==> config.mk <==
export PLATFORM = sky130hd
export DESIGN_NAME = ricosoc_bus_decoder
export DESIGN_NICKNAME = d
export VERILOG_FILES = /design/src/rtl/ricosoc_bus_pkg.sv /design/src/rtl/ricosoc_addr_match.sv /design/src/rtl/ricosoc_bus_decoder.sv
export SDC_FILE = /design/constraint.sdc
export NUM_CORES = 1
export LEC_CHECK = 0
export ABC_AREA = 1
export BUFFER_PORTS_ARGS = -buffer_cell sky130_fd_sc_hd__buf_4
export CORE_ASPECT_RATIO = 0.7
export CORE_MARGIN = 10
export CORE_UTILIZATION = 45
export CTS_BUF_LIST = sky130_fd_sc_hd__clkbuf_16
export DETAILED_ROUTE_END_ITERATION = 10
export PLACE_DENSITY = 0.8
export SYNTH_ARGS = -nofsm -noshare
export SYNTH_HDL_FRONTEND = slang
export SYNTH_HIERARCHICAL = 1
export SYNTH_SLANG_ARGS = --single-unit
==> constraint.sdc <==
create_clock -name clk -period 2.95 [get_ports clk]
set_clock_uncertainty 0.1 [all_clocks]
set_input_delay 0.1475 -clock clk [delete_from_list [all_inputs] [get_ports clk]]
set_output_delay 0.1475 -clock clk [all_outputs]
set_load 0.02 [all_outputs]
==> src/rtl/ricosoc_bus_pkg.sv <==
// rtl/ricosoc_bus_pkg.sv - shared state encoding and default memory map for the bus decoder
package ricosoc_bus_pkg;

  typedef enum logic [1:0] {
    ST_IDLE   = 2'd0,
    ST_ACCESS = 2'd1,
    ST_RESP   = 2'd2,
    ST_ERR    = 2'd3
  } bus_state_e;

  localparam logic [31:0] ERR_RDATA_DEFAULT = 32'hDEAD_BEEF;

  localparam logic [31:0] RAM_BASE    = 32'h0000_0000;
  localparam logic [31:0] ROM_BASE    = 32'h0100_0000;
  localparam logic [31:0] EXT_BASE    = 32'h0200_0000;
  localparam logic [31:0] REGION_MASK = 32'hFF00_0000;

endpackage

==> src/rtl/ricosoc_addr_match.sv <==
// rtl/ricosoc_addr_match.sv - combinational base/mask region matcher, lowest index wins
module ricosoc_addr_match #(
  parameter int                         NUM_SLAVES = 3,
  parameter int                         SEL_W      = (NUM_SLAVES > 1) ? $clog2(NUM_SLAVES) : 1,
  parameter logic [NUM_SLAVES*32-1:0]   SLAVE_BASE = '0,
  parameter logic [NUM_SLAVES*32-1:0]   SLAVE_MASK = '0
) (
  input  logic [31:0]      addr,
  output logic             hit,
  output logic [SEL_W-1:0] sel
);

  // Scan from the top down so the lowest matching index is the last one written.
  always_comb begin
    hit = 1'b0;
    sel = '0;
    for (int i = NUM_SLAVES - 1; i >= 0; i--) begin
      if ((addr & SLAVE_MASK[32*i +: 32]) == SLAVE_BASE[32*i +: 32]) begin
        hit = 1'b1;
        sel = SEL_W'(i);
      end
    end
  end

endmodule

==> src/rtl/ricosoc_bus_decoder.sv <==
// rtl/ricosoc_bus_decoder.sv - picorv32 native bus interconnect with unmapped/timeout error responses
module ricosoc_bus_decoder
  import ricosoc_bus_pkg::*;
#(
  parameter int                       NUM_SLAVES     = 3,
  parameter logic [NUM_SLAVES*32-1:0] SLAVE_BASE     = {EXT_BASE, ROM_BASE, RAM_BASE},
  parameter logic [NUM_SLAVES*32-1:0] SLAVE_MASK     = {3{REGION_MASK}},
  parameter int                       TIMEOUT_CYCLES = 64,
  parameter logic [31:0]              ERR_RDATA      = ERR_RDATA_DEFAULT
) (
  input  logic                       clk,
  input  logic                       resetn,
  input  logic                       m_valid,
  input  logic                       m_instr,
  input  logic [31:0]                m_addr,
  input  logic [31:0]                m_wdata,
  input  logic [3:0]                 m_wstrb,
  output logic                       m_ready,
  output logic [31:0]                m_rdata,
  output logic [NUM_SLAVES-1:0]      s_valid,
  output logic                       s_instr,
  output logic [31:0]                s_addr,
  output logic [31:0]                s_wdata,
  output logic [3:0]                 s_wstrb,
  input  logic [NUM_SLAVES-1:0]      s_ready,
  input  logic [NUM_SLAVES*32-1:0]   s_rdata,
  input  logic                       err_clr,
  output logic                       bus_err_irq,
  output logic [31:0]                err_addr,
  output logic [7:0]                 err_count
);

  localparam int SW = (NUM_SLAVES > 1) ? $clog2(NUM_SLAVES) : 1;
  localparam int CW = (TIMEOUT_CYCLES > 0) ? $clog2(TIMEOUT_CYCLES + 1) : 1;
  localparam logic [CW-1:0] TO_LAST = (TIMEOUT_CYCLES > 0) ? CW'(TIMEOUT_CYCLES - 1) : '0;

  bus_state_e    state, state_nx;
  logic          hit;
  logic [SW-1:0] hit_sel;
  logic [SW-1:0] sel;
  logic [CW-1:0] cnt;
  logic          sel_ready;
  logic          timeout;

  ricosoc_addr_match #(
    .NUM_SLAVES (NUM_SLAVES),
    .SEL_W      (SW),
    .SLAVE_BASE (SLAVE_BASE),
    .SLAVE_MASK (SLAVE_MASK)
  ) u_match (
    .addr (m_addr),
    .hit  (hit),
    .sel  (hit_sel)
  );

  // Only the selected slave's ready matters; the others are ignored.
  assign sel_ready = s_ready[sel];
  assign timeout   = (TIMEOUT_CYCLES != 0) && (cnt == TO_LAST);

  // Outputs decode straight from state so an async reset clears them at once.
  assign m_ready     = (state == ST_RESP) || (state == ST_ERR);
  assign bus_err_irq = (state == ST_ERR);
  assign s_valid     = (state == ST_ACCESS) ? (NUM_SLAVES'(1) << sel) : '0;

  // State register.
  always_ff @(posedge clk or negedge resetn) begin
    if (!resetn) state <= ST_IDLE;
    else         state <= state_nx;
  end

  // Next-state logic; a ready arriving on the timeout cycle still wins.
  always_comb begin
    state_nx = state;
    case (state)
      ST_IDLE:   if (m_valid) state_nx = hit ? ST_ACCESS : ST_ERR;
      ST_ACCESS: begin
        if (sel_ready)    state_nx = ST_RESP;
        else if (timeout) state_nx = ST_ERR;
      end
      ST_RESP:   state_nx = ST_IDLE;
      ST_ERR:    state_nx = ST_IDLE;
      default:   state_nx = ST_IDLE;
    endcase
  end

  // Request capture, response data, timeout counter and error bookkeeping.
  always_ff @(posedge clk or negedge resetn) begin
    if (!resetn) begin
      s_instr   <= 1'b0;
      s_addr    <= '0;
      s_wdata   <= '0;
      s_wstrb   <= '0;
      sel       <= '0;
      cnt       <= '0;
      m_rdata   <= '0;
      err_addr  <= '0;
      err_count <= '0;
    end else begin
      if (state == ST_IDLE && m_valid) begin
        s_instr <= m_instr;
        s_addr  <= m_addr;
        s_wdata <= m_wdata;
        s_wstrb <= m_wstrb;
        sel     <= hit_sel;
        cnt     <= '0;
        if (!hit) m_rdata <= ERR_RDATA;
      end
      if (state == ST_ACCESS) begin
        if (sel_ready)    m_rdata <= s_rdata[32*sel +: 32];
        else if (timeout) m_rdata <= ERR_RDATA;
        else              cnt     <= cnt + CW'(1);
      end
      if (state == ST_ERR) err_addr <= s_addr;
      if (err_clr)
        err_count <= (state == ST_ERR) ? 8'd1 : 8'd0;
      else if (state == ST_ERR && err_count != 8'hFF)
        err_count <= err_count + 8'd1;
    end
  end

endmodule

==> results.json, run 1 <==
{
  "critPathKind": "register to register",
  "critPathBufInv": 4,
  "cp_common_cell": "nand3_1",
  "path_delay_family": "buffers and inverters",
  "fin_cells": 1516,
  "drtIter0Drc": 663,
  "leakagePower_nw": 6.05,
  "yosys_warnings": 6,
  "intPower_w": 0.00582,
  "synth_area_leaders": "dfrtp_1 (55%), nand2_1 (22%), inv_1 (4.6%), nand4_1 (3.3%), o21ai_0 (2.5%)",
  "worst_setup_path_start_kind": "register",
  "synth_cell_types": 23,
  "grt_pass1_vias": 7686,
  "cts_root_buffer": "clkbuf_16",
  "tritoncts": "built",
  "clk_path_buf_depth": 2,
  "outcome": "completed",
  "ir_worst_vdd_mv": 0.546,
  "cp_max_fo": 31,
  "tightest_slew_ns": 0.898,
  "clkLatencyLatePin_ns": 0.41,
  "fillCellCount": 1040,
  "rsz0062_at_grt": "no",
  "grt-ovfl-total": 0,
  "gr-usage-all-layers": 0.238,
  "arrival_ns": 2.70,
  "pwr-share-clk": 0.215,
  "relSlewSlack": 0.402,
  "area_growth_pct": 63.3,
  "ios": 318,
  "ys_async_sr_fraction": 1.00,
  "maxCapViolCount": 0,
  "dieArea_mm2": 0.0207,
  "synthCells": 885,
  "dpl.cell_count": 1363,
  "post-route-period-util": 0.847,
  "ant_nets": 0,
  "seq_power_share": 0.338,
  "die_w_um": 168,
  "initial_utilization": 0.464,
  "synth_edf_count": 0,
  "ys_seq_area_frac": 0.553,
  "port_buffers": 317,
  "drv_slew": 0,
  "synth_area_per_cell_um2": 7.77,
  "vias": 7555,
  "rows": 37,
  "grt_first_pass_wirelength_um": 40300,
  "combPwrFrac": 0.447,
  "p_switching_w": 0.00417,
  "yosysTopAreaCell": "dfrtp_1",
  "slowest_delay_ns": 0.62,
  "final_net_count": 1482,
  "numCtsBuffers": 17,
  "cp-end-kind": "register",
  "drt-total-wl_um": 25800,
  "drive_gt1_frac": 0.282,
  "worstPathCellList": "inv_2 -> nand3_1 -> nand3_1 -> nand2_2 -> inv_2 -> nand3_1 -> dlygate4sd3_1 -> nand2_1 -> inv_1",
  "grt_max_degree": 83,
  "tns_ns": 0,
  "core_area_mm2": 0.0148,
  "setup_viol": 0,
  "hold_path.class": "input pin to register",
  "synth_ff_type": "dfrtp_1",
  "die_y_um": 123,
  "final_hold_viol_count": 0,
  "antenna_found_initial": 0,
  "cts.sinks": 152,
  "max_freq_mhz": 400,
  "cp_slowest_cell": "dlygate4sd3_1",
  "drcViolationCount": 0,
  "yosys_register_bits": 152,
  "viasPerCell": 4.98,
  "place_congestion": 0.804,
  "p_sw_frac": 0.417,
  "yosys-top-cells-count": "nand2_1 (407), dfrtp_1 (152), inv_1 (85), nand4_1 (36), o21ai_0 (34)",
  "synth_top_area_share": 0.553,
  "critPathRequiredTime_ns": 3.15,
  "drt_pass1_iterations": 5,
  "clk_pin_slew_ns": 0.07,
  "diodes": 0,
  "dp_hpwl_um": 17000,
  "htreeDepth": 4,
  "syn_nets": 1059,
  "p_per_area_mw_per_mm2": 889,
  "yosysMostFrequentCell": "nand2_1",
  "fin_crit_ns": 2.50,
  "syn-cell-area_mm2": 0.00687,
  "wl_per_cell_um": 17.0
}
## state kept, by name (all words and copies together), names as in the netlist
name       flops
s_addr        32
sel            2
err_addr      32
state          2
m_rdata       32
s_wdata       32
s_instr        1
s_wstrb        4
err_count      8
cnt            7
## layer usage
layer | GRT usage | part of all wire
met5 | 0 | 0
met4 | 0.0976 | 0.034
met3 | 0.0739 | 0.087
met2 | 0.405 | 0.49
met1 | 0.279 | 0.39
## power groups by stage
stage | combinational [W] | sequential [W] | clock, W
finish | 0.00446 | 0.00338 | 0.00214
global route | 0.00484 | 0.00347 | 0.00227
CTS | 0.00444 | 0.00336 | 0.00217
detailed placement | 0.00429 | 0.00338 | 0
global placement | 0.00420 | 0.00336 | 0
floorplan | 0.00137 | 0.00426 | 0
## tightest hold or removal path, delay by kind of cell
family	cells	cell delay, ns
AND/OR/NAND/NOR	4	0.18
buffers and inverters	2	0.12
AO/OA/AOI/OAI	1	0.04
## what timing repair did
action                                 4_1_cts  5_1_grt
setup buffers                                0        0
hold buffers                               121        0
resized for setup                            0        0
endpoints found under the hold margin      159        0
## path summary, 6_finish.rpt
kind / from / endpoint / slack [ns] / cells past startpoint
hold / removal: s_rdata[58] / m_rdata[26] / 0.01 / 7
hold reg to reg: s_wdata[3] / s_wdata[3] / 0.38 / 2
setup reg to reg: sel[1] / m_rdata[16] / 0.45 / 9
max in group asynchronous: resetn / m_rdata[30] / 1.73 / 3
setup / recovery: sel[1] / m_rdata[16] / 0.45 / 9
min in group asynchronous: resetn / err_count[1] / 0.17 / 2
## cells in the final DEF, fill, tap and decap left out, drive strengths merged
cell type / n
o21ai: 58
nand4: 36
clkbuf: 17
inv: 99
buf: 327
a22oi: 2
xor2: 3
o21bai: 1
nand3b: 1
nor3: 5
dlygate4sd3: 121
nor2: 29
dfrtp: 152
a21oi: 25
nand3: 26
nand2: 408
clkinv: 8
bufinv: 1
ha: 2
## through the flow
step | power, W | worst slack, ns | area [um^2] | util | hold slack [ns]
floorplan | 0.00563 | 1.37 | 6870 | - | -0.248
global placement | 0.00755 | 1.08 | 9430 | 0.636 | 0.0450
detailed placement | 0.00767 | 1.02 | 9430 | 0.636 | 0.0390
CTS | 0.00997 | 0.617 | 11200 | 0.758 | 0.00120
global route | 0.0106 | 0.325 | 11200 | 0.758 | 0.0374
finish | 0.00998 | 0.452 | 11200 | 0.758 | 0.0125
## layout make-up
cell class / count / area (um^2) / area share
inverters: 93 / 349 / 0.0311
multi-input cells: 596 / 2540 / 0.227
clock inverters: 15 / 163 / 0.0145
flip-flops and latches: 152 / 3800 / 0.339
clock buffers: 17 / 425 / 0.0379
repair buffers: 448 / 3690 / 0.329
well taps: 195 / 244 / 0.0217
## cells by family (layout without fill, tap and decap cells)
logic type | after synthesis | after routing | share of synthesized area
adder cells (fa/ha/maj) | 2 | 2 | 0.00364
buffers and inverters | 137 | 573 | 0.0783
AND/OR/NAND/NOR | 505 | 505 | 0.297
flip-flops | 152 | 152 | 0.553
XOR/XNOR | 3 | 3 | 0.00382
AO/OA/AOI/OAI | 86 | 86 | 0.0637
(Power assumes the default switching activity.)
==> run 2: changes to the inputs <==
==> constraint.sdc (replaced) <==
create_clock -name clk -period 2.6 [get_ports clk]
set_clock_uncertainty 0.1 [all_clocks]
set_input_delay 0.13 -clock clk [delete_from_list [all_inputs] [get_ports clk]]
set_output_delay 0.13 -clock clk [all_outputs]
set_load 0.02 [all_outputs]
==> results.json, run 2 (synthesized netlist as in run 1, its figures left out) <==
{
  "dp_hpwl_um": 17500,
  "r2r_cells": 9,
  "relSlewSlack": 0.498,
  "drtIter0Drc": 705,
  "place_congestion": 0.834,
  "outcome": "completed",
  "dieArea_mm2": 0.0207,
  "fillCellCount": 968,
  "numCtsBuffers": 17,
  "drcViolationCount": 0,
  "clk_pin_slew_ns": 0.07,
  "leakagePower_nw": 6.12,
  "cts_resized": 0,
  "cp_max_fo": 31,
  "rsz0062_at_grt": "no",
  "post_cts_buffers": 0,
  "tritoncts": "built",
  "ios": 318,
  "crit_start": "sel[1]",
  "dr_wl_met2_um": 13100,
  "ant_nets": 0,
  "grt_max_degree": 83,
  "drt-total-wl_um": 26300,
  "postCtsHoldBufs": 133,
  "worstHoldEndpoint": "m_rdata[3]",
  "post-route-util": 0.770,
  "max_freq_mhz": 415,
  "vias": 7611,
  "min_path_cells": 7,
  "met3_length_um": 2310,
  "drv_slew": 0,
  "layout_commonest_cell": "nand2_1",
  "hold_start": "s_rdata[67]",
  "cp_slowest_cell": "dlygate4sd3_1",
  "ir_worst_vdd_mv": 0.661,
  "clkLatencyLatePin_ns": 0.41,
  "viasPerCell": 4.95,
  "grt-ovfl-total": 0,
  "tightest_slew_ns": 0.752,
  "core_area_mm2": 0.0148,
  "clk_path_buf_depth": 2,
  "htreeDepth": 4,
  "die_y_um": 123,
  "worst_slack_ns": 0.193,
  "r2r-end": "m_rdata[16]",
  "post-route-period-util": 0.926,
  "cts_root_buffer": "clkbuf_16",
  "port_buffers": 317,
  "maxCapViolCount": 0,
  "rows": 37,
  "wl_met1_um": 9940,
  "initial_utilization": 0.464,
  "cp-end-kind": "register",
  "tns_ns": 0,
  "grt_first_pass_wirelength_um": 41100,
  "multi_input_area_mm2": 0.00254,
  "critPathRequiredTime_ns": 2.80,
  "p_per_area_mw_per_mm2": 1000,
  "final_hold_viol_count": 0,
  "setup_viol": 0,
  "drive_gt1_frac": 0.282,
  "path_delay_family": "buffers and inverters",
  "slowest_delay_ns": 0.60,
  "worstPathCellList": "inv_2 -> nand3_1 -> nand3_1 -> nand2_2 -> inv_2 -> nand3_1 -> dlygate4sd3_1 -> nand2_1 -> inv_1",
  "layout_common_cells": "nand2_1 (406), buf_4 (328), dfrtp_1 (152), dlygate4sd3_1 (133), inv_1 (85)",
  "critPathBufInv": 4,
  "antenna_found_initial": 4,
  "worst_setup_path_start_kind": "register",
  "wl_per_cell_um": 17.1,
  "arrival_ns": 2.61,
  "grt_pass1_vias": 7916,
  "cp_common_cell": "nand3_1",
  "top_layer_used": "met4",
  "drt_pass1_iterations": 7,
  "fin_crit_ns": 2.41,
  "gr-usage-all-layers": 0.244,
  "final_net_count": 1498,
  "area_growth_pct": 66.0,
  "die_w_um": 168,
  "reg2reg_setup_slack_ns": 0.19,
  "hold_path.class": "input pin to register",
  "post-place-ws_ns": 0.803,
  "regArea_mm2": 0.00380,
  "r2r-start": "sel[1]",
  "cts.sinks": 152,
  "critPathKind": "register to register"
}
-- run 2: worst max path at each step --
stage	cells past startpoint	end	slack, ns
finish	9	m_rdata[16]	0.19
global route	9	m_rdata[30]	0.04
CTS	9	m_rdata[30]	0.27
detailed placement	8	m_rdata[30]	0.80
global placement	8	m_rdata[16]	0.87
floorplan	8	m_rdata[30]	1.02
-- run 2: power breakdown --
part,internal [W],total (W),switching [W]
sequential,0.00327,0.00383,0.000561
combinational,0.00199,0.00508,0.00309
clock,0.00146,0.00254,0.00108
-- run 2: final cells by class --
cell class / count / area share
Inverter: 93 / 0.0306
Sequential cell: 152 / 0.333
Clock buffer: 17 / 0.0373
Antenna cell: 5 / 0.00110
Multi-Input combinational cell: 596 / 0.223
Timing Repair Buffer: 464 / 0.337
Clock inverter: 15 / 0.0164
Tap cell: 195 / 0.0214
-- run 2: routing by layer --
metal  up-vias  track usage
met5         -            0
met4         0        0.113
met3        66       0.0834
met2       357        0.419
met1      3542        0.273
li1       3646            -
-- run 2: per-stage QoR --
step	instances	hold slack (ns)	power, W	cell area, um^2
2_1_floorplan	885	-0.266	0.00639	6870
3_3_place_gp	1367	0.0800	0.00858	9460
3_5_place_dp	1367	0.0766	0.00872	9460
4_1_cts	1532	0.00398	0.0115	11400
5_1_grt	1537	0.0524	0.0122	11400
6_report	1537	0.0313	0.0115	11400
-- run 2: worst min-delay path, delay by kind of cell --
| kind | cells | cell delay [ns] |
|---|---|---|
| buf+inv | 2 | 0.11 |
| simple gates | 4 | 0.22 |
| compound gates | 1 | 0.05 |
==> run 3: changes to the inputs <==
--- a/config.mk
+++ b/config.mk
@@ -6,13 +6,13 @@
 export NUM_CORES = 1
 export LEC_CHECK = 0
 export ABC_AREA = 1
-export BUFFER_PORTS_ARGS = -buffer_cell sky130_fd_sc_hd__buf_4
 export CORE_ASPECT_RATIO = 0.7
 export CORE_MARGIN = 10
 export CORE_UTILIZATION = 45
 export CTS_BUF_LIST = sky130_fd_sc_hd__clkbuf_16
 export DETAILED_ROUTE_END_ITERATION = 10
-export PLACE_DENSITY = 0.8
+export DONT_BUFFER_PORTS = 1
+export PLACE_DENSITY = 0.63
 export SYNTH_ARGS = -nofsm -noshare
 export SYNTH_HDL_FRONTEND = slang
 export SYNTH_HIERARCHICAL = 1
==> results.json, run 3 (synthesized netlist as in run 1, its figures left out) <==
{
  "drt_pass1_iterations": 7,
  "grt.met1_usage": 0.247,
  "arrival_ns": 2.66,
  "dieArea_mm2": 0.0207,
  "grt_first_pass_wirelength_um": 34700,
  "post-route-period-util": 0.931,
  "post-route-util": 0.612,
  "critPathRequiredTime_ns": 2.84,
  "tritoncts": "built",
  "die_y_um": 123,
  "rows": 37,
  "cp_max_fo": 16,
  "core_area_mm2": 0.0148,
  "grt_pass1_vias": 6201,
  "cts_root_buffer": "clkbuf_16",
  "ios": 318,
  "drt-total-wl_um": 22500,
  "clk_path_buf_depth": 2,
  "holdWs_ns": -0.684,
  "drtIter0Drc": 518,
  "ir_worst_vdd_mv": 0.589,
  "numCtsBuffers": 17,
  "max_freq_mhz": 413,
  "clk_pin_slew_ns": 0.06,
  "top_usage_layer": "met2",
  "grt_max_degree": 153,
  "fillCellCount": 1273,
  "outcome": "finished with violations",
  "area_growth_pct": 31.9,
  "drv_slew": 0,
  "cp-end-kind": "register",
  "hold_path.class": "input pin to async pin",
  "viasPerCell": 5.07,
  "tightest_slew_ns": 0.857,
  "critPathKind": "register to register",
  "final_net_count": 1192,
  "gr-usage-all-layers": 0.208,
  "setup_viol": 0,
  "worstPathCellList": "nor2_4 -> nand2_1 -> dlygate4sd3_1 -> o21ai_0 -> dlygate4sd3_1",
  "wl_per_cell_um": 18.3,
  "port_buffers": 0,
  "layout_common_cells": "nand2_1 (406), dfrtp_1 (152), dlygate4sd3_1 (146), inv_1 (86), nand4_1 (36)",
  "vias": 6230,
  "fin_crit_ns": 2.42,
  "cp_slowest_cell": "dlygate4sd3_1",
  "dp_hpwl_um": 15100,
  "worst_setup_path_start_kind": "register",
  "die_w_um": 168,
  "tns_ns": 0,
  "use_met2": 0.341,
  "violations": "negative hold slack",
  "p_per_area_mw_per_mm2": 1060,
  "cts.sinks": 152,
  "drive_gt1_frac": 0.0553,
  "clkLatencyLatePin_ns": 0.41,
  "placed_area_mm2": 0.00704,
  "worst_slack_ns": 0.179,
  "place_congestion": 0.871,
  "maxCapViolCount": 0,
  "antenna_found_initial": 1,
  "post-place-ws_ns": 0.653,
  "rsz0062_at_grt": "no",
  "ant_nets": 0,
  "leakagePower_nw": 4.56,
  "slowest_delay_ns": 0.57,
  "drcViolationCount": 0,
  "totalPowerFinal_w": 0.00965,
  "final_hold_viol_count": 152,
  "layout_commonest_cell": "nand2_1",
  "cp_common_cell": "dlygate4sd3_1",
  "grt-ovfl-total": 0,
  "htreeDepth": 4,
  "reg2reg_setup_slack_ns": 0.18,
  "postCtsHoldBufs": 146,
  "relSlewSlack": 0.428,
  "grt_use_met3": 0.0853,
  "initial_utilization": 0.464,
  "final_cell_area_mm2": 0.00907
}
run 3: cell types whose count changed in the layout (fill, tap and decap cells not counted), moves of 2 or more:
cell / before / now
clkinvlp_4: 1 / 4
inv_6: 4 / 2
clkinv_8: 2 / 0
buf_4: 328 / 11
clkinv_2: 0 / 4
dlygate4sd3_1: 133 / 146
diode_2: 5 / 2
run 3: final cells by class:
type,count,area [um^2],share of cell area
inverter,93,350,0.0386
antenna,2,5.00,0.000552
timing repair buffer,158,1560,0.173
tap,195,244,0.0269
clock buffer,17,425,0.0469
clock inverter,15,129,0.0142
multi-input combinational,596,2540,0.281
sequential,152,3800,0.420
run 3: path summary, 6_finish.rpt:
kind,startpoint,to,cells past startpoint
max in group asynchronous,resetn,sel[1],0
min in group clk,s_ready[2],cnt[6],4
worst max-delay path,state[1],s_addr[31],5
worst max register to register,state[1],s_addr[31],5
worst min-delay path,resetn,err_count[0],0
worst min register to register,cnt[3],cnt[3],2
run 3: what timing repair did:
| item | in CTS | in global routing |
|---|---|---|
| setup endpoints to repair | 0 | 1 |
| buffers inserted | 0 | 0 |
| resized for setup | 0 | 1 |
| hold endpoints to repair | 266 | 152 |
run 3: per-stage QoR:
step | instances | hold WS (ns)
2_1_floorplan | 885 | -0.266
3_3_place_gp | 1048 | -0.261
3_5_place_dp | 1048 | -0.261
4_1_cts | 1226 | -0.707
5_1_grt | 1227 | -0.713
6_report | 1228 | -0.684
run 3: power by group:
part	switching, W	total [W]	internal [W]
Combinational	0.00132	0.00213	0.000814
Clock	0.00101	0.00233	0.00132
Sequential	0.00193	0.00519	0.00326
run 3: worst max-delay path, delay by kind of cell, from the launching register on:
family | cells | cell delay [ns]
DFF | 1 | 0.56
buffers and inverters | 2 | 1.13
AOI/OAI and AO/OA | 1 | 0.07
and+or+nand+nor | 2 | 0.48
run 3: layer usage:
layer	vias to the layer above	part of all wire
met1	2870	0.40
met3	31	0.10
met5	-	0
met4	0	0.020
li1	3020	-
met2	309	0.48
